==> src/rtl/mem_burst_pkg.sv <==
// Shared types and defaults for the burst master that drives the 16x8 single-port memory.
package mem_burst_pkg;

  typedef enum logic [1:0] {
    IDLE  = 2'd0,
    ISSUE = 2'd1,
    RSP   = 2'd2,
    GAP   = 2'd3
  } state_t;

  localparam int DATA_W_DEF  = 8;
  localparam int ADDR_W_DEF  = 4;
  localparam int LEN_W_DEF   = 4;
  localparam int TMO_CYC_DEF = 15;

  // The timeout counter only has to reach TMO_CYC-1.
  function automatic int tmo_width(input int cyc);
    return (cyc < 3) ? 1 : $clog2(cyc);
  endfunction

endpackage

==> src/rtl/mem_burst_chk.sv <==
// Read-beat pattern checker: counts completed read beats whose data differs from seed+k.
module mem_burst_chk #(
  parameter int DATA_W = 8
) (
  input  logic              clk,
  input  logic              rst,
  input  logic              beat_vld,
  input  logic [DATA_W-1:0] rdata,
  input  logic [DATA_W-1:0] exp_data,
  output logic [7:0]        err_cnt
);

  // Saturating mismatch counter, cleared only by reset.
  always_ff @(posedge clk) begin
    if (rst) begin
      err_cnt <= 8'd0;
    end else if (beat_vld && (rdata != exp_data) && (err_cnt != 8'hFF)) begin
      err_cnt <= err_cnt + 8'd1;
    end
  end

endmodule

==> src/rtl/mem_burst_master.sv <==
// Burst command to single-beat memory transaction sequencer with read response stream.
// Optional read-pattern checker and chk_err_cnt port when MEM_BURST_CHK_EN is defined.
module mem_burst_master
  import mem_burst_pkg::*;
#(
  parameter int DATA_W  = DATA_W_DEF,
  parameter int ADDR_W  = ADDR_W_DEF,
  parameter int LEN_W   = LEN_W_DEF,
  parameter int TMO_CYC = TMO_CYC_DEF
) (
  input  logic              clk,
  input  logic              rst,
  input  logic              cmd_valid,
  output logic              cmd_ready,
  input  logic              cmd_wr,
  input  logic [ADDR_W-1:0] cmd_addr,
  input  logic [LEN_W-1:0]  cmd_len,
  input  logic [DATA_W-1:0] cmd_wdata,
  output logic              mem_valid,
  output logic              mem_wr_rd,
  output logic [ADDR_W-1:0] mem_addr,
  output logic [DATA_W-1:0] mem_wdata,
  input  logic              mem_ready,
  input  logic [DATA_W-1:0] mem_rdata,
  output logic              rsp_valid,
  input  logic              rsp_ready,
  output logic [DATA_W-1:0] rsp_data,
  output logic              rsp_last,
`ifdef MEM_BURST_CHK_EN
  output logic [7:0]        chk_err_cnt,
`endif
  output logic              busy,
  output logic              tmo_err
);

  localparam int TMO_W = tmo_width(TMO_CYC);

  state_t           state_r;
  logic [LEN_W-1:0] len_r;
  logic [LEN_W-1:0] beat_r;
  logic [TMO_W-1:0] tmo_cnt_r;

  // Burst sequencer; mem_addr/mem_wdata double as the running address and seed+k pattern.
  always_ff @(posedge clk) begin
    if (rst) begin
      state_r   <= IDLE;
      len_r     <= '0;
      beat_r    <= '0;
      tmo_cnt_r <= '0;
      cmd_ready <= 1'b1;
      busy      <= 1'b0;
      mem_valid <= 1'b0;
      mem_wr_rd <= 1'b0;
      mem_addr  <= '0;
      mem_wdata <= '0;
      rsp_valid <= 1'b0;
      rsp_data  <= '0;
      rsp_last  <= 1'b0;
      tmo_err   <= 1'b0;
    end else begin
      tmo_err <= 1'b0;
      case (state_r)
        IDLE: begin
          if (cmd_valid) begin
            state_r   <= ISSUE;
            len_r     <= cmd_len;
            beat_r    <= '0;
            tmo_cnt_r <= '0;
            cmd_ready <= 1'b0;
            busy      <= 1'b1;
            mem_valid <= 1'b1;
            mem_wr_rd <= cmd_wr;
            mem_addr  <= cmd_addr;
            mem_wdata <= cmd_wdata;
          end
        end
        ISSUE: begin
          if (mem_ready) begin
            mem_valid <= 1'b0;
            if (mem_wr_rd) begin
              state_r <= GAP;
            end else begin
              state_r   <= RSP;
              rsp_valid <= 1'b1;
              rsp_data  <= mem_rdata;
              rsp_last  <= (beat_r == len_r);
            end
          end else if (tmo_cnt_r == TMO_W'(TMO_CYC - 1)) begin
            // Abort: drop the request and discard the remaining beats.
            state_r   <= IDLE;
            mem_valid <= 1'b0;
            tmo_err   <= 1'b1;
            busy      <= 1'b0;
            cmd_ready <= 1'b1;
          end else begin
            tmo_cnt_r <= tmo_cnt_r + TMO_W'(1);
          end
        end
        RSP: begin
          if (rsp_ready) begin
            state_r   <= GAP;
            rsp_valid <= 1'b0;
            rsp_last  <= 1'b0;
          end
        end
        GAP: begin
          if (beat_r == len_r) begin
            state_r   <= IDLE;
            busy      <= 1'b0;
            cmd_ready <= 1'b1;
          end else begin
            state_r   <= ISSUE;
            beat_r    <= beat_r + LEN_W'(1);
            tmo_cnt_r <= '0;
            mem_valid <= 1'b1;
            mem_addr  <= mem_addr + ADDR_W'(1);
            mem_wdata <= mem_wdata + DATA_W'(1);
          end
        end
        default: begin
          state_r   <= IDLE;
          mem_valid <= 1'b0;
          rsp_valid <= 1'b0;
          rsp_last  <= 1'b0;
          busy      <= 1'b0;
          cmd_ready <= 1'b1;
        end
      endcase
    end
  end

`ifdef MEM_BURST_CHK_EN
  logic rd_done_s;
  assign rd_done_s = (state_r == ISSUE) && mem_valid && mem_ready && !mem_wr_rd;

  mem_burst_chk #(.DATA_W(DATA_W)) u_chk (
    .clk      (clk),
    .rst      (rst),
    .beat_vld (rd_done_s),
    .rdata    (mem_rdata),
    .exp_data (mem_wdata),
    .err_cnt  (chk_err_cnt)
  );
`endif

endmodule

==> config.mk <==
export PLATFORM = sky130hd
export DESIGN_NAME = mem_burst_master
export DESIGN_NICKNAME = d
export VERILOG_FILES = /design/src/rtl/mem_burst_pkg.sv /design/src/rtl/mem_burst_chk.sv /design/src/rtl/mem_burst_master.sv
export SDC_FILE = /design/constraint.sdc
export NUM_CORES = 1
export LEC_CHECK = 0
export CAP_MARGIN = 15
export CORE_ASPECT_RATIO = 0.9
export CORE_MARGIN = 4
export CORE_UTILIZATION = 44
export DETAILED_ROUTE_END_ITERATION = 12
export PLACE_DENSITY = 0.79
export RECOVER_POWER = 50
export SYNTH_ARGS = -nofsm -noshare
export SYNTH_HDL_FRONTEND = slang
export SYNTH_SLANG_ARGS = --single-unit
==> constraint.sdc <==
create_clock -name clk -period 2.15 [get_ports clk]
set_input_delay 0.43 -clock clk [delete_from_list [all_inputs] [get_ports clk]]
set_output_delay 0.43 -clock clk [all_outputs]
set_load 0.1 [all_outputs]
After elaboration in Yosys (flattened, before gate mapping)
Cells that the tools add are included.
- mux-type cells: 41
- bitwise operators: 2
- add/subtract/negate cells: 4
- eq/ne operators: 15
- reductions and logical operators: 13
- operator list (kind ; number):
    $mux 4 ; 7
    $mux 1 ; 18
    $ne 2x2->1 const B ; 9
    $mux 8 ; 2
    $pmux 4 s2 ; 2
    $pmux 8 s2 ; 1
    $add 4x1->4 const B ; 3
    $pmux 4 s3 ; 1
    $reduce_and 5->1 ; 2
    $pmux 1 s3 ; 3
    $reduce_and 3->1 ; 3
    $add 8x1->8 const B ; 1
    $mux 2 ; 4
    $pmux 2 s4 ; 1
    $reduce_and 4->1 ; 2
    $eq 2x2->1 const B ; 2
    $eq 4x4->1 ; 1
    $eq 4x4->1 const B ; 1
    $pmux 1 s2 ; 2
    $reduce_bool 2->1 ; 2
    $ne 3x3->1 const B ; 1
    $reduce_bool 3->1 ; 1
    $reduce_or 3->1 ; 1
    $eq 2x1->1 const B ; 1
    3 further kinds ; 4
- word-level logic and storage cells: 89
- register bits: 41
- output and inout bits: 27
- input bits: 30

Depth between registers and ports, before layout
- word-level depth: 4
- depth in mapped cells: 8
- gate-level depth less buffers: 6

Least setup slack after synthesis
OpenSTA, ideal clock, no wires.
- path type: flip-flop to flip-flop
- start point: register mem_wdata[0]
- end point: register mem_wdata[6]
- arrival time: 1.962 ns
- stages on the path, launching flop included: 6
- setup time: 0.095 ns
- period minus slack after synthesis: 2.057 ns
- setup slack: 0.093 ns
- path buffers: 0
- path through: dfxtp_1 ha_1 nand4_1 o21ai_0 o211ai_1 a221oi_1
- longest elaborated chain between the ends: 3
- RTL lines (what ; line ; text):
    from (decl) ; mem_burst_master.sv:22 ; output logic [DATA_W-1:0] mem_wdata,
    from (signal assigned) ; mem_burst_master.sv:74 ; mem_wdata <= cmd_wdata;
    from (signal assigned) ; mem_burst_master.sv:117 ; mem_wdata <= mem_wdata + DATA_W'(1);
    $add 8x1->8 ; mem_burst_master.sv:117 ;
    $mux 8 ; mem_burst_master.sv:107 ; if (beat_r == len_r) begin
    $pmux 8 s2 ; mem_burst_master.sv:62 ; case (state_r)
No other way between the ends. The select of a mux whose other input is x is not followed.
A chain may end at the register's enable or synchronous reset.

Worst setup path in the final report
- start point: register state_r[0]
- end point: register tmo_cnt_r[2]
- longest elaborated chain between the ends: 3
- elaborated cells on any way between the ends: 10
- RTL lines (what ; line ; text):
    from (decl) ; mem_burst_master.sv:38 ; state_t state_r;
    from (signal assigned) ; mem_burst_master.sv:46 ; state_r <= IDLE;
    from (signal assigned) ; mem_burst_master.sv:65 ; state_r <= ISSUE;
    from (signal assigned) ; mem_burst_master.sv:81 ; state_r <= GAP;
    $eq 2x1->1 (tied with other cells) ; mem_burst_master.sv:62 ;
    $ne 2x2->1 (no line) / $reduce_bool 3->1 (equally long branches) ; n/a ;
    $reduce_and 5->1 (no line) ; n/a ;
    to (signal assigned) ; mem_burst_master.sv:96 ; tmo_cnt_r <= tmo_cnt_r + TMO_W'(1);
    to (decl) ; mem_burst_master.sv:41 ; logic [TMO_W-1:0] tmo_cnt_r;
Parallel ways exist; a longest one is shown, timed or not.

==> metrics.txt <==
Clock Latency Late Sink=0.30 ns; Post-DRT Antenna Nets=0; outcome=completed; largest net degree at the start of global routing=39; synth-to-layout area growth=31.55%; first-pass GRT wire length=10.62 mm; clock buffer depth=2; share of cells above drive strength 1=17.26%; all-layer global routing usage=20.65%; max-slew violation count=0; LEAKAGE=0.001205 uW; First-pass DRT Iterations=4; DPL Wire Length=4.662 mm; end-of-flow core utilization=60.22%; min Tclk post-route=1.973 ns; FFs w/ async S/R, synth=0%; Overflow after GRT=0; Syn. warnings=0; Required @ worst endpoint=2.39 ns; Diodes inserted=0; clk sinks=41; FF+latch count, synth=41; Hold Crit Class=reg -> reg; RSZ-0062 raised after global routing=no; Die Wd=83.23 um; Initial Utilization=45.78%; Slew HR=60.68%; Max Fclk=506.7 MHz; TNS Setup=0 ns; Final Hold Vio Count=0; Area after DPL=2898 sq um; met2 Resource Use GR=35.23%; register area=820.8 sq um; cell count after synthesis=270; Post-synth EDFFs=0; die height=75.71 um; initial antenna violation count=0; post-synthesis sequential area ratio=36.63%; CTS tree=yes; Core ar.=4895 sq um; met1 Usage GRT=26.75%; period utilization=91.79%; DR vias=2357; filler cell count=450; P per Cell Area=887.6 nW/um^2; Final Skew=0.009459 ns; cell area after synthesis=2241 sq um; vias in the first global route=2228; H-tree depth=2; wire per inst=15.95 um; Final #Nets=376; crit-path max FO=6; peak supply drop=0.4161 mV; design area=2948 sq um; die area=6301 sq um; initial DRC count=181; GRT Max-Usage Layer=met2; CP arrival=2.22 ns; PortBufs=56; Max-cap violations=0; vias per inst=5.878; Clock Pin Slew Worst Setup and Hold Paths=0.08 ns; Synth Flop Type=dfxtp_1; Post-Route WL=6.395 mm; final setup vio count=0; routability cong.=0.8341; # hold bufs at CTS=0; total CTS buffers=5; critical path class=reg -> reg; CP Launch Type=flop; Net Count, Synth=311; Worst Tran Pin Value=0.5849 ns; Rows=24; Mean Syn Cell Area=8.300 sq um; I/O pin total=57; multi-input logic area=1296 sq um; CTS root buf=clkbuf_8; library cells used by synthesis=47; met3 Usage GRT=4.000%; Critical Path Sink Type=flop; drc violations=0
sequential cells by signal, summed over array words and instances, names as in the netlist, named ones only:
register	flops
mem_wdata	8
rsp_data	8
beat_r	4
len_r	4
mem_addr	4
tmo_cnt_r	4
busy	1
cmd_ready	1
mem_valid	1
mem_wr_rd	1
rsp_last	1
rsp_valid	1
state_r	1
tmo_err	1
what timing repair did:
| action | CTS | global route |
|---|---|---|
| endpoints found under the setup margin | 0 | 2 |
| gates resized for setup | 0 | 1 |
| setup buffers | 0 | 0 |
metal layers:
metal,routed length [um],share of wire (%),up-vias
li1,-,-,1139
met1,2781,43,1109
met2,3172,50,91
met3,325,5.1,18
met4,115,1.8,0
met5,0,0,-
power breakdown:
| group | switching [uW] | total (uW) | internal (uW) |
|---|---|---|---|
| clock network | 277 | 656 | 379 |
| logic | 764 | 1050 | 284 |
| registers | 77.2 | 912 | 835 |
| total | 1120 | 2620 | 1500 |
cell type report:
cell class / instances / share of cell area (%)
Multi-Input combinational cell: 197 / 43.97
Sequential cell: 41 / 27.84
Timing Repair Buffer: 75 / 19.57
Clock buffer: 7 / 2.929
Tap cell: 65 / 2.759
Inverter: 15 / 1.910
Clock inverter: 1 / 1.019
worst max-delay path: stages, from the launching register on:
cell and delay (ns):
dfxtp_1 0.43, inv_1 0.13, ha_1 0.25, nor2b_1 0.18, or4b_2 0.61, a21oi_1 0.14
o221a_2 0.19
synthesized netlist by cell type, drive strengths merged, types with 3 or more instances:
cell type | n | area [sq um]
inv | 15 | 56.30
nor2 | 6 | 22.52
dfxtp | 41 | 820.8
o21ai | 7 | 35.03
o32ai | 5 | 43.79
o221ai | 3 | 26.28
nand3b | 4 | 30.03
nor4 | 6 | 43.79
a21oi | 20 | 100.1
ha | 11 | 137.6
xor2 | 4 | 35.03
nor3 | 7 | 35.03
mux2i | 4 | 40.04
o22ai | 3 | 18.77
a31oi | 5 | 31.28
and4 | 3 | 26.28
nand4 | 7 | 43.79
o211ai | 4 | 30.03
and3 | 5 | 31.28
clkbuf | 14 | 52.55
buf | 3 | 20.01
a211oi | 6 | 45.04
nand3 | 9 | 45.04
nor2b | 6 | 37.54
a311o | 4 | 40.04
nand2 | 40 | 150.1
worst paths after layout:
kind         cells past startpoint                   endpoint                      from  slack [ns]
max                              6  tmo_cnt_r[2]$_SDFFE_PP0P_   state_r[0]$_SDFFE_PP0P_        0.18
min                              2   rsp_data[0]$_SDFFE_PP0P_  rsp_data[0]$_SDFFE_PP0P_        0.46
max reg2reg                      6  tmo_cnt_r[2]$_SDFFE_PP0P_   state_r[0]$_SDFFE_PP0P_        0.18
min reg2reg                      2   rsp_data[0]$_SDFFE_PP0P_  rsp_data[0]$_SDFFE_PP0P_        0.46
cells in the final DEF, fill, tap and decap left out, drive strengths merged, types with 5 or more instances in the layout:
cell type	instances
inv	15
a21oi	20
o32ai	5
nor2	6
o21ai	7
a31oi	5
nor2b	6
nand2	40
nor4	6
and3	5
nor3	7
ha	11
clkdlybuf4s50	28
buf	18
nand4	7
a211oi	6
clkbuf	35
dfxtp	41
nand3	9
logic make-up (layout without fill, tap and decap cells):
family	after synthesis	count (layout)	share of synthesized area (%)
AO/OA/AOI/OAI	78	78	24.90
buffers and inverters	32	98	5.750
adder cells (fa/ha/maj)	11	11	6.142
AND/OR/NAND/NOR	100	100	23.23
XOR/XNOR	4	4	1.563
flip-flops	41	41	36.63
multiplexers	4	4	1.787
metrics by stage:
stage / std cells / hold WS, ns / worst slack [ns] / total power, uW
5_1_grt: 401 / 0.4804 / 0.05040 / 2727
6_report: 401 / 0.4565 / 0.1765 / 2616
3_5_place_dp: 393 / 0.4485 / 0.06543 / 2009
3_3_place_gp: 393 / 0.4418 / 0.1101 / 1988
2_1_floorplan: 270 / 0.4478 / 0.09261 / 1688
4_1_cts: 401 / 0.4596 / 0.1298 / 2661
No activity file was read; power rests on OpenSTA's default activity.
